`config.mk`:
```
export PLATFORM = sky130hd
export DESIGN_NAME = fec_frame_sync
export DESIGN_NICKNAME = d
export VERILOG_FILES = /design/src/rtl/fec_frame_sync_pkg.sv /design/src/rtl/fec_frame_sync_word_ctr.sv /design/src/rtl/fec_frame_sync.sv
export SDC_FILE = /design/constraint.sdc
export NUM_CORES = 1
export LEC_CHECK = 0
export BUFFER_PORTS_ARGS = -buffer_cell sky130_fd_sc_hd__clkbuf_2
export CAP_MARGIN = 40
export CORE_AREA = 2 2 52 54
export CTS_CLUSTER_DIAMETER = 100
export CTS_CLUSTER_SIZE = 20
export DETAILED_ROUTE_END_ITERATION = 8
export DIE_AREA = 0 0 54 56
export HOLD_SLACK_MARGIN = 0.05
export PLACE_DENSITY = 0.84
export SLEW_MARGIN = 5
export SYNTH_ARGS = -nofsm -noshare
export SYNTH_HDL_FRONTEND = slang
export SYNTH_SLANG_ARGS = --single-unit
export TNS_END_PERCENT = 1
```
`constraint.sdc`:
```
create_clock -name clk -period 2 [get_ports clk]
set_clock_uncertainty 0.05 [all_clocks]
set_input_delay 0.4 -clock clk [delete_from_list [all_inputs] [get_ports clk]]
set_output_delay 0.4 -clock clk [all_outputs]
set_load 0.01 [all_outputs]
```
`src/rtl/fec_frame_sync_pkg.sv`:
```
// fec_pkg: shared FSM state encoding and default sizing constants for FEC block sync.
package fec_pkg;
    typedef enum logic [1:0] {ST_HUNT, ST_CONFIRM, ST_LOCKED, ST_SLIP_WAIT} fec_state_e;
    localparam int FEC_FRAME_WORDS   = 66;
    localparam int FEC_GOOD_TO_LOCK  = 4;
    localparam int FEC_BAD_TO_UNLOCK = 8;
    localparam int FEC_SLIP_WAIT     = 4;
endpackage

```
`src/rtl/fec_frame_sync_word_ctr.sv`:
```
// fec_word_ctr: word position within the candidate block; wraps at FRAME_WORDS-1, clr_i forces 0.
module fec_word_ctr #(
    parameter int FRAME_WORDS = 66
) (
    input  logic       clk,
    input  logic       arst_n,
    input  logic       clr_i,
    output logic [6:0] idx_o
);
    logic [6:0] idx_q, idx_d;

    always_comb idx_d = (clr_i || idx_q == 7'(FRAME_WORDS - 1)) ? '0 : idx_q + 7'd1;

    always_ff @(posedge clk or negedge arst_n)
        if (!arst_n) idx_q <= '0;
        else         idx_q <= idx_d;

    assign idx_o = idx_q;
endmodule

```
`src/rtl/fec_frame_sync.sv`:
```
// fec_frame_sync: FEC block lock FSM driving word position, sof/eof, gearbox slip and lock status.
// Optional FEC_FRAME_SYNC_STATS_EN adds saturating slip_count / lock_loss_count outputs.
module fec_frame_sync
    import fec_pkg::*;
#(
    parameter int FRAME_WORDS   = FEC_FRAME_WORDS,
    parameter int GOOD_TO_LOCK  = FEC_GOOD_TO_LOCK,
    parameter int BAD_TO_UNLOCK = FEC_BAD_TO_UNLOCK,
    parameter int SLIP_WAIT     = FEC_SLIP_WAIT
) (
    input  logic        clk,
    input  logic        arst_n,
    input  logic        check_done,
    input  logic        parity_match,
    output logic        sof,
    output logic        eof,
    output logic [6:0]  word_idx,
    output logic        slip,
    output logic        locked
`ifdef FEC_FRAME_SYNC_STATS_EN
    ,
    output logic [15:0] slip_count,
    output logic [15:0] lock_loss_count
`endif
);
    localparam int GW = $clog2(GOOD_TO_LOCK + 1);
    localparam int BW = $clog2(BAD_TO_UNLOCK + 1);
    localparam int WW = $clog2(SLIP_WAIT + 1);

    fec_state_e    state_q, state_d;
    logic [GW-1:0] good_q, good_d, good_inc;
    logic [BW-1:0] bad_q, bad_d, bad_inc;
    logic [WW-1:0] wait_q, wait_d;
    logic          blank_q, blank_d, valid;

    fec_word_ctr #(.FRAME_WORDS(FRAME_WORDS)) u_ctr (
        .clk    (clk),
        .arst_n (arst_n),
        .clr_i  (state_q == ST_SLIP_WAIT || state_d == ST_SLIP_WAIT),
        .idx_o  (word_idx)
    );

    assign sof    = word_idx == 7'd0 && state_q != ST_SLIP_WAIT;
    assign eof    = word_idx == 7'(FRAME_WORDS - 1);
    assign locked = state_q == ST_LOCKED;
    assign slip   = state_q == ST_SLIP_WAIT && wait_q == '0;
    // Results during the realign wait and the first block after it judge the old alignment.
    assign valid    = check_done && !blank_q;
    assign good_inc = (good_q == GW'(GOOD_TO_LOCK)) ? good_q : good_q + GW'(1);
    assign bad_inc  = (bad_q == BW'(BAD_TO_UNLOCK)) ? bad_q : bad_q + BW'(1);

    always_comb begin
        state_d = state_q;
        good_d  = good_q;
        bad_d   = bad_q;
        case (state_q)
            ST_HUNT, ST_CONFIRM: if (valid) begin
                good_d  = good_inc;
                state_d = !parity_match ? ST_SLIP_WAIT :
                          (good_inc == GW'(GOOD_TO_LOCK)) ? ST_LOCKED : ST_CONFIRM;
            end
            ST_LOCKED: if (valid) begin
                bad_d   = parity_match ? '0 : bad_inc;
                state_d = (!parity_match && bad_inc == BW'(BAD_TO_UNLOCK)) ? ST_SLIP_WAIT : ST_LOCKED;
            end
            default: state_d = (wait_q == WW'(SLIP_WAIT - 1)) ? ST_HUNT : ST_SLIP_WAIT;
        endcase
        wait_d = (state_q == ST_SLIP_WAIT && state_d == ST_SLIP_WAIT) ? wait_q + WW'(1) : '0;
        if (state_d == ST_SLIP_WAIT) begin
            good_d = '0;
            bad_d  = '0;
        end
        blank_d = state_d == ST_SLIP_WAIT || (blank_q && !eof);
    end

    always_ff @(posedge clk or negedge arst_n)
        if (!arst_n) begin
            state_q <= ST_HUNT;
            good_q  <= '0;
            bad_q   <= '0;
            wait_q  <= '0;
            blank_q <= 1'b0;
        end else begin
            state_q <= state_d;
            good_q  <= good_d;
            bad_q   <= bad_d;
            wait_q  <= wait_d;
            blank_q <= blank_d;
        end

`ifdef FEC_FRAME_SYNC_STATS_EN
    logic [15:0] slip_count_q, lock_loss_count_q;
    logic        lock_loss;

    assign lock_loss = state_q == ST_LOCKED && state_d == ST_SLIP_WAIT;

    always_ff @(posedge clk or negedge arst_n)
        if (!arst_n) begin
            slip_count_q      <= '0;
            lock_loss_count_q <= '0;
        end else begin
            slip_count_q      <= (slip && slip_count_q != 16'hFFFF) ? slip_count_q + 16'd1 : slip_count_q;
            lock_loss_count_q <= (lock_loss && lock_loss_count_q != 16'hFFFF) ?
                                 lock_loss_count_q + 16'd1 : lock_loss_count_q;
        end

    assign slip_count      = slip_count_q;
    assign lock_loss_count = lock_loss_count_q;
`endif
endmodule

```
**Word-level counts from Yosys, hierarchy flattened**

Cells that the tools add are included.

- Memories: 0
- Bits in latches: 0
- Bits in read-only memories: 0
- Flip-flop bits (word level): 20
- Input port bits: 4
- Word-level logic and storage cells: 60
- Memory bits (writable): 0

- Divide/modulo/power cells: 0
- Bitwise operators: 0
- Shifts and indexed selects: 0
- $lt $le $gt $ge: 0
- Eq/ne operators: 11
- Add/sub/neg operators: 4
- Multiplexer cells: 18
- Reduce and logical (&&, ||, !) cells: 21
- $mul: 0

Operators by type and width:

| kind | number |
|---|---|
| 4-bit 2-to-1 mux | 5 |
| 3-bit 2-to-1 mux | 5 |
| 2-bit 2-to-1 mux | 5 |
| 4-bit == test (second input constant) | 2 |
| 7-bit by 1-bit adder with 7-bit output (second input constant) | 1 |
| 7-bit == test (second input constant) | 1 |
| 7-bit zero test | 1 |
| 7-bit 2-to-1 mux | 1 |
| 3-bit by 1-bit adder with 3-bit output (second input constant) | 2 |
| 2-bit == test (second input constant) | 3 |
| 3-bit == test (second input constant) | 2 |
| 1-bit logical AND | 6 |
| 2-bit nonzero test | 3 |
| 4-bit by 1-bit adder with 4-bit output (second input constant) | 1 |
| 2-bit case mux with 2 select lines | 1 |
| 2-bit AND reduction | 2 |
| 3-bit by 2-bit == test with 1-bit output (second input constant) | 1 |
| 1-bit zero test | 3 |
| 3-bit zero test | 1 |
| 1-bit logical OR | 3 |
| 2-bit by 1-bit == test with 1-bit output (second input constant) | 1 |
| 2-bit zero test | 1 |
| 2-bit != test (second input constant) | 1 |
| 2-bit OR reduction | 1 |
| 1-bit 2-to-1 mux | 1 |

**Depth between registers and ports, before layout**

Gate-level depths: netlist (run 1).

- Depth in word-level cells: 11
- Depth in mapped cells: 8
- Gate-level depth less buffers: 7

**Cells and area by module**

A second synthesis (run 1) with hierarchy kept.

- Cell total of the unflattened synthesis: 125
- Area total of the unflattened synthesis: 1203.7 um^2

By module, submodules not included:

| module | sequential area each (um^2) | area an instance (um^2) | cells each | times used |
|---|---|---|---|---|
| fec_frame_sync | 325.3 | 873.3 | 94 | 1 |
| fec_word_ctr | 175.2 | 330.3 | 31 | 1 |

**Least setup slack after synthesis (run 1)**

Ideal clock, no wire load.

- Kind: register to register
- From: reg good_q[0]
- To: reg blank_q
- Buffers on the path: 1
- Cell stages (with the launch flop): 9
- Data required time: 1.832 ns
- Arrival time: 1.905 ns
- Setup time: 0.118 ns
- Path slack: -0.073 ns
- Clock period less this slack: 2.073 ns
- Path through: dfrtp_1 > inv_1 > ha_1 > or3b_1 > a311oi_2 > a31o_2 > a22oi_4 > buf_6 > a21o_1

- Word-level cells in the longest chain between the ends: 9
- Elaborated cells between the ends (all ways): 10
- Classes of those cells: add/sub (1); eq/ne (3); mux (5); reduce/logical (1)

RTL lines:

| item | RTL line | text |
|---|---|---|
| start: declaration | fec_frame_sync.sv:31 | `logic [GW-1:0] good_q, good_d, good_inc;` |
| start signal: assignment | fec_frame_sync.sv:85 | `good_q <= good_d;` |
| 3-bit by 1-bit adder with 3-bit output / 3-bit == test (equally long branches) | fec_frame_sync.sv:49 | `assign good_inc = (good_q == GW'(GOOD_TO_LOCK)) ? good_q : good_q + GW'(1);` |
| 3-bit 2-to-1 mux * | fec_frame_sync.sv:49 |  |
| 3-bit == test * | fec_frame_sync.sv:60 | `(good_inc == GW'(GOOD_TO_LOCK)) ? ST_LOCKED : ST_CONFIRM;` |
| 2-bit 2-to-1 mux * | fec_frame_sync.sv:60 |  |
| 2-bit 2-to-1 mux * | fec_frame_sync.sv:59 | `state_d = !parity_match ? ST_SLIP_WAIT :` |
| 2-bit 2-to-1 mux * | fec_frame_sync.sv:57 | `ST_HUNT, ST_CONFIRM: if (valid) begin` |
| 2-bit case mux with 2 select lines * | fec_frame_sync.sv:56 | `case (state_q)` |
| 2-bit == test * | fec_frame_sync.sv:73 | `blank_d = state_d == ST_SLIP_WAIT \|\| (blank_q && !eof);` |
| 1-bit logical OR * | fec_frame_sync.sv:73 |  |
| net blank_d | fec_frame_sync.sv:34 | `logic blank_q, blank_d, valid;` |
| end signal: assignment | fec_frame_sync.sv:88 | `blank_q <= blank_d;` |
| end: declaration | fec_frame_sync.sv:34 |  |

The timed path passes the listed nets; every way through them passes the cells marked *.
A chain may end at the register's enable or synchronous reset.

**Worst setup path in the final report (run 1)**

Ends and elaborated chain as after synthesis.

==> impl_metrics.csv, run 1 <==
group,metric,value,unit
die,io_pins,15,
synth,syn_nets,139,
power,vdd_drop_max,739.7,µV
layout,fin_util,60.55,%
min_path,hold_path_depth,1,
placement,numPortBuffers,14,
power,seqPwrFrac,39.7,%
timing,worst_slew_pin_slew,493.5,ps
setup_path,reg2reg_slack,-110,ps
min_path,hp-class,"flop to flop",
clock_tree,cts.sinks,20,
layout,fin_nets,165,
synth,syn_inst,125,
job,maxCapViolations,0,
synth,synth_xor_area_share,4.403,%
setup_path,critical_path_class,"flop to flop",
die,rows,18,
synth,yosys.area.top_type,"dfrtp_1",
clock_tree,clock_latency,310,ps
global_routing,grt_first_pass_wirelength,4146,µm
layout,fillers,195,
global_routing,track_usage,18.79,%
die,dieArea,3024,µm²
routing,drt_iter0_drc,39,
synth,synth_fa_ha_area_share,10.48,%
routing,vias_per_cell,5.572,
clock_tree,numCtsBuffers,3,
timing,fmax,474.2,MHz
power,combPwrFrac,42.3,%
setup_path,cp-end-kind,"flop",
setup_path,r2r_start,"good_q[0]",
synth,yosysMostFrequentCell,"dfrtp_1",
layout,multi_input_area,700.7,µm²
setup_path,crit_required,2160,ps
placement,gp_congestion,0.8740,
synth,synth_top_family_by_area,"simple AND/OR/NAND/NOR gates",
global_routing,grt_pass1_vias,994,
min_path,whs_endpoint,"wait_q[0]",
synth,synth_cell_types,36,
power,swShare,39.09,%
power,power_density,914.5,nW/µm²
synth,synth-simple-area-share,26.31,%
clock_tree,cts_tree,"done",
die,core-area,2432,µm²
timing,hold_viol_final,0,
synth,synth_compound_area_share,12.16,%
power,switching_power,0.5265,mW
min_path,holdCritStartpoint,"wait_q[0]",
synth,synth_edf_count,0,
die,initial_core_util,49.07,%
routing,routed_wl,2654,µm
power,intPower,0.8202,mW
synth,synthArstFlopShare,100.0,%
setup_path,cp_data_arrival_time,2270,ps
power,leakagePower,0.6697,nW
layout,seq_area,500.5,µm²
placement,place_hpwl,1973,µm
status,violations,"setup timing",
routing,via_count,1003,
setup_path,crit_fanout,8,
timing,setup_slack,-108.8,ps
layout,antennaDiodeCount,0,
routing,ant_nets,0,
layout,drive_gt1_share,29.33,%
synth,synth_ff_type,"dfrtp_1",
setup_path,cp-start-kind,"flop",
clock_tree,cts.clk_slew.worst_paths,120,ps
status,outcome,"finished, violations left",
clock_tree,post_cts_buffers,0,
synth,yosys_warnings,0,
routing,drtPass1Iterations,4,
synth,syn-cell-area,1194,µm²
die,fp.dieW,54,µm
timing,drv_slew,0,
synth,yosys-top-cells-count,"dfrtp_1 (20), nor2_1 (13), nand2_1 (12), inv_1 (11), ha_1 (10)",
layout,area_growth,23.38,%
timing,relSlewSlack,67.10,%
global_routing,grt_max_degree,21,
routing,drc_errors,0,
clock_tree,htree_levels,1,
setup_path,r2r_cells,7,
timing,fin_crit_sh,105.4,%
synth,seq_area_frac_synth,41.93,%
timing,report.final.setup_viol,16,
die,die_h,56,µm
power,clkPwrFrac,18.0,%
global_routing,grt_overflow,0,
synth,yosys_register_bits,20,
setup_path,rr_endpoint,"blank_q",
timing,final.min_clock_period,2109,ps
synth,muxShareOfSynthArea,0,%
synth,yosys.area.top_type_share,41.93,%
timing,grt_setup_unrepaired,"yes",
synth,synth.avg_cell_area,9.549,µm²
global_routing,antenna_found_initial,0,
layout,fin_area,1473,µm²
routing,wire_per_inst,14.74,µm
clock_tree,ctsRootBufferMaster,"clkbuf_4",
synth,synth.area.top_cells,"dfrtp_1 (42%), ha_1 (10%), nor2_1 (4.1%)",
clock_tree,cts.path.max_buffers,2,
placement,placed_area,1374,µm²
area by class of cell:
cell class	count	area share, %
clock buffers	4	2.464
well taps	30	2.549
flip-flops and latches	20	33.98
repair buffers	23	10.62
multi-input cells	92	47.58
inverters	11	2.804
registers in the layout (all words and copies together), names as in the netlist:
register,count
u_ctr.idx_o,7
bad_q,4
good_q,3
wait_q,3
state_q,2
blank_q,1
cell families after synthesis:
kind of cell,Yosys count
buffers and inverters,13
DFF,20
AOI/OAI and AO/OA,20
and+or+nand+nor,56
xor gates and xnor gates,6
adders and majority gates,10
metrics by stage:
step	setup TNS [ps]	worst slack, ps	hold WS (ps)	power [mW]	instances
after floorplan	-105.7	-48.31	54.41	0.8533	125
after global placement	-75.03	-32.93	323.3	1.003	175
after detailed placement	-632.5	-147.5	336.1	1.043	175
after CTS	-220.0	-52.96	428.2	1.299	180
after global routing	-2370	-186.7	467.4	1.429	180
final	-886.0	-108.8	426.7	1.347	180
layout by cell type (no fill, tap or decap), types with 3 or more instances in the layout:
master    synthesis  routed
ha_1             10       8
clkbuf_2          0      14
inv_1            11       8
nand2_1          12      12
inv_2             0       3
clkbuf_4          0       3
a21oi_1           7       7
nor3_2            2       3
buf_4             0       6
nand3_1           4       4
and3_1            3       3
xnor2_1           4       4
nor3_1            7       4
nor2_1           13      13
dfrtp_1          20      20
repair_timing:
item / in CTS / in global routing
endpoints found under the hold margin: 20 / 0
pin swaps: 3 / 7
gates resized for setup: 4 / 8
hold buffers: 1 / 0
setup endpoints to repair: 17 / 17
worst max-delay path, stage by stage (launching register included):
cell and delay [ps]:
dfrtp_1 430, ha_2 190, or3b_1 390, a311oi_2 300, a31o_2 240, a22oi_4 100
buf_12 170, a21o_1 150
per-layer routing:
| metal | track usage [%] | share of wire [%] | vias to the layer above |
|---|---|---|---|
| li1 | - | - | 489 |
| met4 | 11.07 | 2.8 | 0 |
| met1 | 21.45 | 42 | 484 |
| met5 | 0 | 0 | - |
| met3 | 2.419 | 2.6 | 7 |
| met2 | 32.06 | 52 | 23 |
power by group through the flow:
stage	logic (mW)	clock network (mW)	registers, mW
2_1_floorplan	0.315	0	0.538
3_3_place_gp	0.469	0	0.534
3_5_place_dp	0.503	0	0.541
4_1_cts	0.522	0.244	0.533
5_1_grt	0.616	0.261	0.551
6_report	0.569	0.242	0.535
worst max-delay path by stage:
stage / start / end / slack (ps) / cells past startpoint
final: good_q[0] / blank_q / -110 / 7
after global routing: good_q[0] / u_ctr.idx_o[6] / -190 / 7
after CTS: good_q[0] / u_ctr.idx_o[2] / -50 / 8
after detailed placement: good_q[1] / good_q[2] / -150 / 8
after global placement: good_q[0] / u_ctr.idx_o[2] / -30 / 8
after floorplan: good_q[0] / blank_q / -50 / 8
Note: power is estimated with default switching activity, not from simulation.
==> run 2: changes to the inputs <==
--- a/config.mk
+++ b/config.mk
@@ -5,15 +5,16 @@
 export SDC_FILE = /design/constraint.sdc
 export NUM_CORES = 1
 export LEC_CHECK = 0
+export ABC_AREA = 1
 export BUFFER_PORTS_ARGS = -buffer_cell sky130_fd_sc_hd__clkbuf_2
 export CAP_MARGIN = 40
-export CORE_AREA = 2 2 52 54
+export CORE_AREA = 2 2 53 55
 export CTS_CLUSTER_DIAMETER = 100
 export CTS_CLUSTER_SIZE = 20
 export DETAILED_ROUTE_END_ITERATION = 8
-export DIE_AREA = 0 0 54 56
+export DIE_AREA = 0 0 55 57
 export HOLD_SLACK_MARGIN = 0.05
-export PLACE_DENSITY = 0.84
+export PLACE_DENSITY = 0.83
 export SLEW_MARGIN = 5
 export SYNTH_ARGS = -nofsm -noshare
 export SYNTH_HDL_FRONTEND = slang
==> run 2 against run 1 <==
The flow now finishes without violations. Flip-flop and latch count stayed put. Synthesized cell count increased by 24%. First-iteration DRC count is 41% lower. Wire length shrank 22%. Hold slack got worse by 29 ps. Fmax grew 12%. Sequential power fell by 24%. Via count shrank 0.50%. Critical endpoint is now sof.
==> impl_metrics.csv, run 2 <==
group,metric,value,unit
status,outcome,"completed",
synth,syn_nets,169,
synth,synth_ff_type,"dfrtp_1",
die,core-area,2615,µm²
synth,seq_area_frac_synth,40.57,%
setup_path,path_cells,"nand2_1 > inv_1 > nor4b_1 > clkbuf_2",
synth,synth.area.top_cells,"dfrtp_1 (41%), ha_1 (10%), inv_1 (9.7%)",
synth,muxShareOfSynthArea,0,%
synth,yosys.area.top_type_share,40.57,%
synth,yosys_warnings,0,
min_path,hp-class,"input pin to flop",
routing,routed_wl,2066,µm
synth,yosysMostFrequentCell,"inv_1",
setup_path,cpPeakStageDelay,440,ps
clock_tree,clock_latency,290,ps
timing,hold_viol_final,0,
die,initial_core_util,47.18,%
layout,mostFrequentLayoutCells,"inv_1 (32), nand2_1 (29), dfrtp_1 (20), clkbuf_2 (14), nor2_1 (11)",
layout,area_growth,12.58,%
synth,synth-simple-area-share,29.11,%
synth,synth.avg_cell_area,7.959,µm²
job,maxCapViolations,0,
setup_path,crit_fanout,4,
global_routing,grt_pass1_vias,873,
timing,grt_setup_unrepaired,"no",
global_routing,grt_overflow,0,
global_routing,track_usage,15.21,%
clock_tree,cts.sinks,20,
synth,synth_xor_area_share,3.550,%
layout,largest_reg_flops,7,
placement,place_hpwl,1628,µm
die,die_h,57,µm
routing,drc_errors,0,
power,leakagePower,0.7428,nW
layout,antennaDiodeCount,0,
synth,synth_cell_types,23,
routing,ant_nets,0,
die,fp.dieW,55,µm
setup_path,cp-end-kind,"output pin",
setup_path,critPathSlowestCell,"dfrtp_1",
global_routing,grt_first_pass_wirelength,3525,µm
power,power.total,0.6427,mW
timing,fin_setup_tns,0,ps
setup_path,crit_required,1550,ps
setup_path,cp-start-kind,"flop",
routing,drtPass1Iterations,4,
timing,final.min_clock_period,1890,ps
synth,synth_compound_area_share,5.680,%
timing,fmax,529.1,MHz
layout,final_common_cell,"inv_1",
timing,drv_slew,0,
placement,place_inst,200,
setup_path,crit_family,"simple AND/OR/NAND/NOR gates",
power,vdd_drop_max,485.0,µV
global_routing,grt_max_degree,21,
synth,synth_top_family_by_area,"simple AND/OR/NAND/NOR gates",
synth,yosys-top-cells-count,"inv_1 (32), nand2_1 (29), dfrtp_1 (20), nor2_1 (11), ha_1 (10)",
placement,gp_congestion,0.9244,
timing,fin_crit_sh,94.50,%
clock_tree,cts.clk_slew.worst_paths,100,ps
timing,report.final.setup_viol,0,
layout,fin_cells,205,
power,power_density,462.8,nW/µm²
synth,syn_inst,155,
die,rows,19,
setup_path,critical_path_class,"flop to output pin",
clock_tree,cts.path.max_buffers,2,
layout,drive_gt1_share,21.26,%
setup_path,cp_data_arrival_time,1440,ps
clock_tree,post_cts_buffers,0,
routing,vias_per_cell,4.868,
die,dieArea,3135,µm²
layout,fin_nets,189,
layout,fin_util,53.11,%
timing,worst_slew_pin_slew,481.6,ps
synth,syn-cell-area,1234,µm²
timing,relSlewSlack,67.89,%
clock_tree,cts_tree,"done",
routing,via_count,998,
die,io_pins,15,
synth,synth_fa_ha_area_share,10.14,%
synth,synth_edf_count,0,
synth,yosys.area.top_type,"dfrtp_1",
synth,synthArstFlopShare,100.0,%
routing,drt_iter0_drc,23,
clock_tree,ctsRootBufferMaster,"clkbuf_4",
setup_path,crit_buf_inv,2,
global_routing,antenna_found_initial,0,
placement,numPortBuffers,14,
synth,yosys_register_bits,20,
clock_tree,numCtsBuffers,3,
routing,wire_per_inst,10.08,µm
clock_tree,htree_levels,1,
-- run 2: cell count changes after synthesis, moves of 5 or more --
cell,change
inv_1,+21
nand2_1,+17
nand4_1,+5
nor2_2,+9
nor3_1,-7
-- run 2: worst paths after layout --
check | end | slack [ps] | cells after the start | start
setup / recovery | sof | 110 | 4 | state_q[0]
hold / removal | state_q[1] | 400 | 4 | parity_match
setup reg to reg | u_ctr.idx_o[0] | 250 | 11 | bad_q[0]
hold reg to reg | wait_q[0] | 420 | 1 | wait_q[0]
max in group asynchronous | wait_q[2] | 1030 | 2 | arst_n
min in group asynchronous | u_ctr.idx_o[4] | 540 | 2 | arst_n
-- run 2: tightest hold or removal path: cells and delay by family --
kind	cells	cell delay, ps
AND/OR/NAND/NOR	2	130
AO/OA/AOI/OAI	1	70
buffers and inverters	1	110
-- run 2: metrics by stage --
| stage | area (µm²) | hold slack (ps) | setup WS [ps] |
|---|---|---|---|
| 6_report | 1389 | 397.9 | 110.1 |
| 5_1_grt | 1389 | 424.1 | 3.027 |
| 4_1_cts | 1389 | 395.3 | 69.55 |
| 3_5_place_dp | 1343 | 330.0 | 263.8 |
| 3_3_place_gp | 1343 | 334.6 | 328.6 |
| 2_1_floorplan | 1234 | 54.41 | 414.7 |
-- run 2: cell families after synthesis --
| kind of cell | Yosys count |
|---|---|
| AND/OR/NAND/NOR | 71 |
| buffers and inverters | 36 |
| flip-flops | 20 |
| AO/OA/AOI/OAI | 13 |
| adder cells (fa/ha/maj) | 10 |
| XOR/XNOR | 5 |
-- run 2: repair_timing --
item,4_1_cts,5_1_grt
hold buffers,1,0
resized for setup,0,0
endpoints found under the hold margin,20,0
-- run 2: where the power goes --
group / internal (mW) / switching [mW]
Combinational: 0.00387 / 0.00924
Clock: 0.111 / 0.115
Sequential: 0.404 / 0
Total: 0.519 / 0.124
-- run 2: layout make-up --
type	instances	area (µm²)
Sequential cell	20	500.5
Clock buffer	4	36.28
Multi-Input combinational cell	99	598.1
Inverter	36	135.1
Tap cell	31	38.79
Timing Repair Buffer	15	80.08
Fill cell	249	1226
-- run 2: layer usage --
| metal | GRT usage, % | wire length (µm) | vias up |
|---|---|---|---|
| li1 | - | - | 513 |
| met4 | 7.317 | 35 | 0 |
| met5 | 0 | 0 | - |
| met3 | 1.571 | 72 | 4 |
| met1 | 22.22 | 963 | 456 |
| met2 | 22.45 | 994 | 25 |
==> run 3: changes to the inputs <==
--- a/config.mk
+++ b/config.mk
@@ -14,7 +14,7 @@
 export DETAILED_ROUTE_END_ITERATION = 8
 export DIE_AREA = 0 0 55 57
 export HOLD_SLACK_MARGIN = 0.05
-export PLACE_DENSITY = 0.83
+export PLACE_DENSITY = 0.71
 export SLEW_MARGIN = 5
 export SYNTH_ARGS = -nofsm -noshare
 export SYNTH_HDL_FRONTEND = slang
==> run 3 against run 2 <==
Final cell count is the same. Critical endpoint unchanged. Core utilization is 0.48 points higher. Highest routed layer unchanged. Clock power grew 4%. Cell area grew 0.90%. Fmax increased by 0.95%. Worst setup slack improved by 18 ps.
==> impl_metrics.csv, run 3 (synthesized netlist as in run 2, its figures left out) <==
group,metric,value,unit
status,outcome,"completed",
timing,fmax,534.2,MHz
layout,area_growth,13.59,%
clock_tree,cts.sinks,20,
timing,drv_slew,0,
clock_tree,htree_levels,1,
clock_tree,cts.clk_slew.worst_paths,110,ps
job,maxCapViolations,0,
setup_path,reg2reg_slack,200,ps
global_routing,grt_first_pass_wirelength,4008,µm
setup_path,crit_end,"sof",
layout,antennaDiodeCount,0,
setup_path,critPathSlowestCell,"dfrtp_1",
placement,numPortBuffers,14,
global_routing,grt_overflow,0,
timing,fin_crit_sh,93.60,%
setup_path,rr_endpoint,"u_ctr.idx_o[0]",
die,io_pins,15,
setup_path,crit_buf_inv,2,
setup_path,crit_fanout,4,
power,power.total,0.6509,mW
timing,report.final.setup_viol,0,
global_routing,track_usage,17.21,%
setup_path,crit_required,1550,ps
power,power_density,464.5,nW/µm²
routing,drc_errors,0,
global_routing,grt_max_degree,21,
die,initial_core_util,47.18,%
die,die_h,57,µm
routing,wire_per_inst,11.76,µm
routing,via_count,1043,
setup_path,r2r_start,"bad_q[0]",
global_routing,grt_pass1_vias,977,
routing,routed_wl,2410,µm
setup_path,cp_data_arrival_time,1420,ps
placement,place_hpwl,1893,µm
timing,final.min_clock_period,1872,ps
timing,fin_setup_tns,0,ps
setup_path,path_cells,"nand2_1 > inv_1 > nor4b_1 > clkbuf_2",
clock_tree,ctsRootBufferMaster,"clkbuf_4",
routing,ant_nets,0,
layout,final_common_cell,"inv_1",
setup_path,critical_path_class,"flop to output pin",
routing,drt_iter0_drc,25,
setup_path,crit_start,"state_q[0]",
die,rows,19,
die,core-area,2615,µm²
die,fp.dieW,55,µm
timing,hold_viol_final,0,
setup_path,critical_path_depth,4,
clock_tree,cts.path.max_buffers,2,
setup_path,crit_family,"simple AND/OR/NAND/NOR gates",
layout,mostFrequentLayoutCells,"inv_1 (32), nand2_1 (29), dfrtp_1 (20), clkbuf_2 (14), nor2_1 (11)",
placement,dpl_worst_slack,214.2,ps
setup_path,cp-end-kind,"output pin",
timing,relSlewSlack,67.11,%
timing,grt_setup_unrepaired,"yes",
setup_path,r2r_cells,11,
routing,vias_per_cell,5.088,
clock_tree,cts_tree,"done",
power,leakagePower,0.7460,nW
layout,drive_gt1_share,21.84,%
layout,fin_nets,189,
placement,gp_congestion,0.9237,
layout,largest_reg_flops,7,
timing,setup_slack,127.9,ps
clock_tree,numCtsBuffers,3,
clock_tree,clock_latency,290,ps
power,vdd_drop_max,413.3,µV
die,dieArea,3135,µm²
global_routing,antenna_found_initial,0,
timing,worst_slew_pin_slew,493.3,ps
routing,drtPass1Iterations,4,
min_path,hp-class,"input pin to flop",
setup_path,cp-start-kind,"flop",
setup_path,cpPeakStageDelay,430,ps
timing,worst_hold_slack,389.1,ps
[run 3: how the worst min path moves through the flow]
stage                             from             end  slack, ps  cells after the start
after floorplan                 arst_n        bad_q[0]         50                      0
after global placement          arst_n       wait_q[1]        330                      1
after detailed placement        arst_n  u_ctr.idx_o[6]        340                      1
after CTS                 parity_match      state_q[1]        390                      4
after global routing      parity_match      state_q[1]        400                      4
final                     parity_match      state_q[1]        390                      4
[run 3: layout make-up]
class | instances | area (µm²)
Tap cell | 31 | 38.79
Clock buffer | 4 | 36.28
Inverter | 36 | 135.1
Timing Repair Buffer | 15 | 80.08
Sequential cell | 20 | 500.5
Multi-Input combinational cell | 99 | 610.6
Fill cell | 250 | 1214
[run 3: metal layers]
layer	track usage, %	vias up	share of wire (%)
met5	0	-	0
met4	4.530	0	0.87
met3	2.618	4	3.9
met2	30.27	31	51
met1	21.44	490	44
li1	-	518	-
[run 3: power breakdown]
part           leakage [nW]  total [mW]  switching [mW]  internal (mW)
sequential            0.223       0.404               0          0.404
combinational         0.502      0.0131         0.00923        0.00385
clock                0.0210       0.234           0.123          0.111
total                 0.746       0.651           0.132          0.519
[run 3: worst register-to-register path, cell delays in order, from the launching register on]
cell and delay, ps:
dfrtp_1 440, inv_1 110, ha_1 180, nand2_1 90, o21ai_1 140, nand2_1 80, nor2_1 140, nand2_2 80
nand2_2 80, nand3_4 140, nand2_8 140, nor2_2 40
[run 3: per-stage QoR]
step	util [%]	cell area (µm²)	cells
after global routing	53.59	1401	205
after CTS	53.11	1389	205
after floorplan	-	1234	155
after global placement	51.34	1343	200
final	53.59	1401	205
after detailed placement	51.34	1343	200
[run 3: what timing repair did]
item	CTS	global route
setup buffers	0	0
hold buffers	1	0
setup endpoints to repair	0	5
gates resized for setup	0	2
endpoints found under the hold margin	20	0
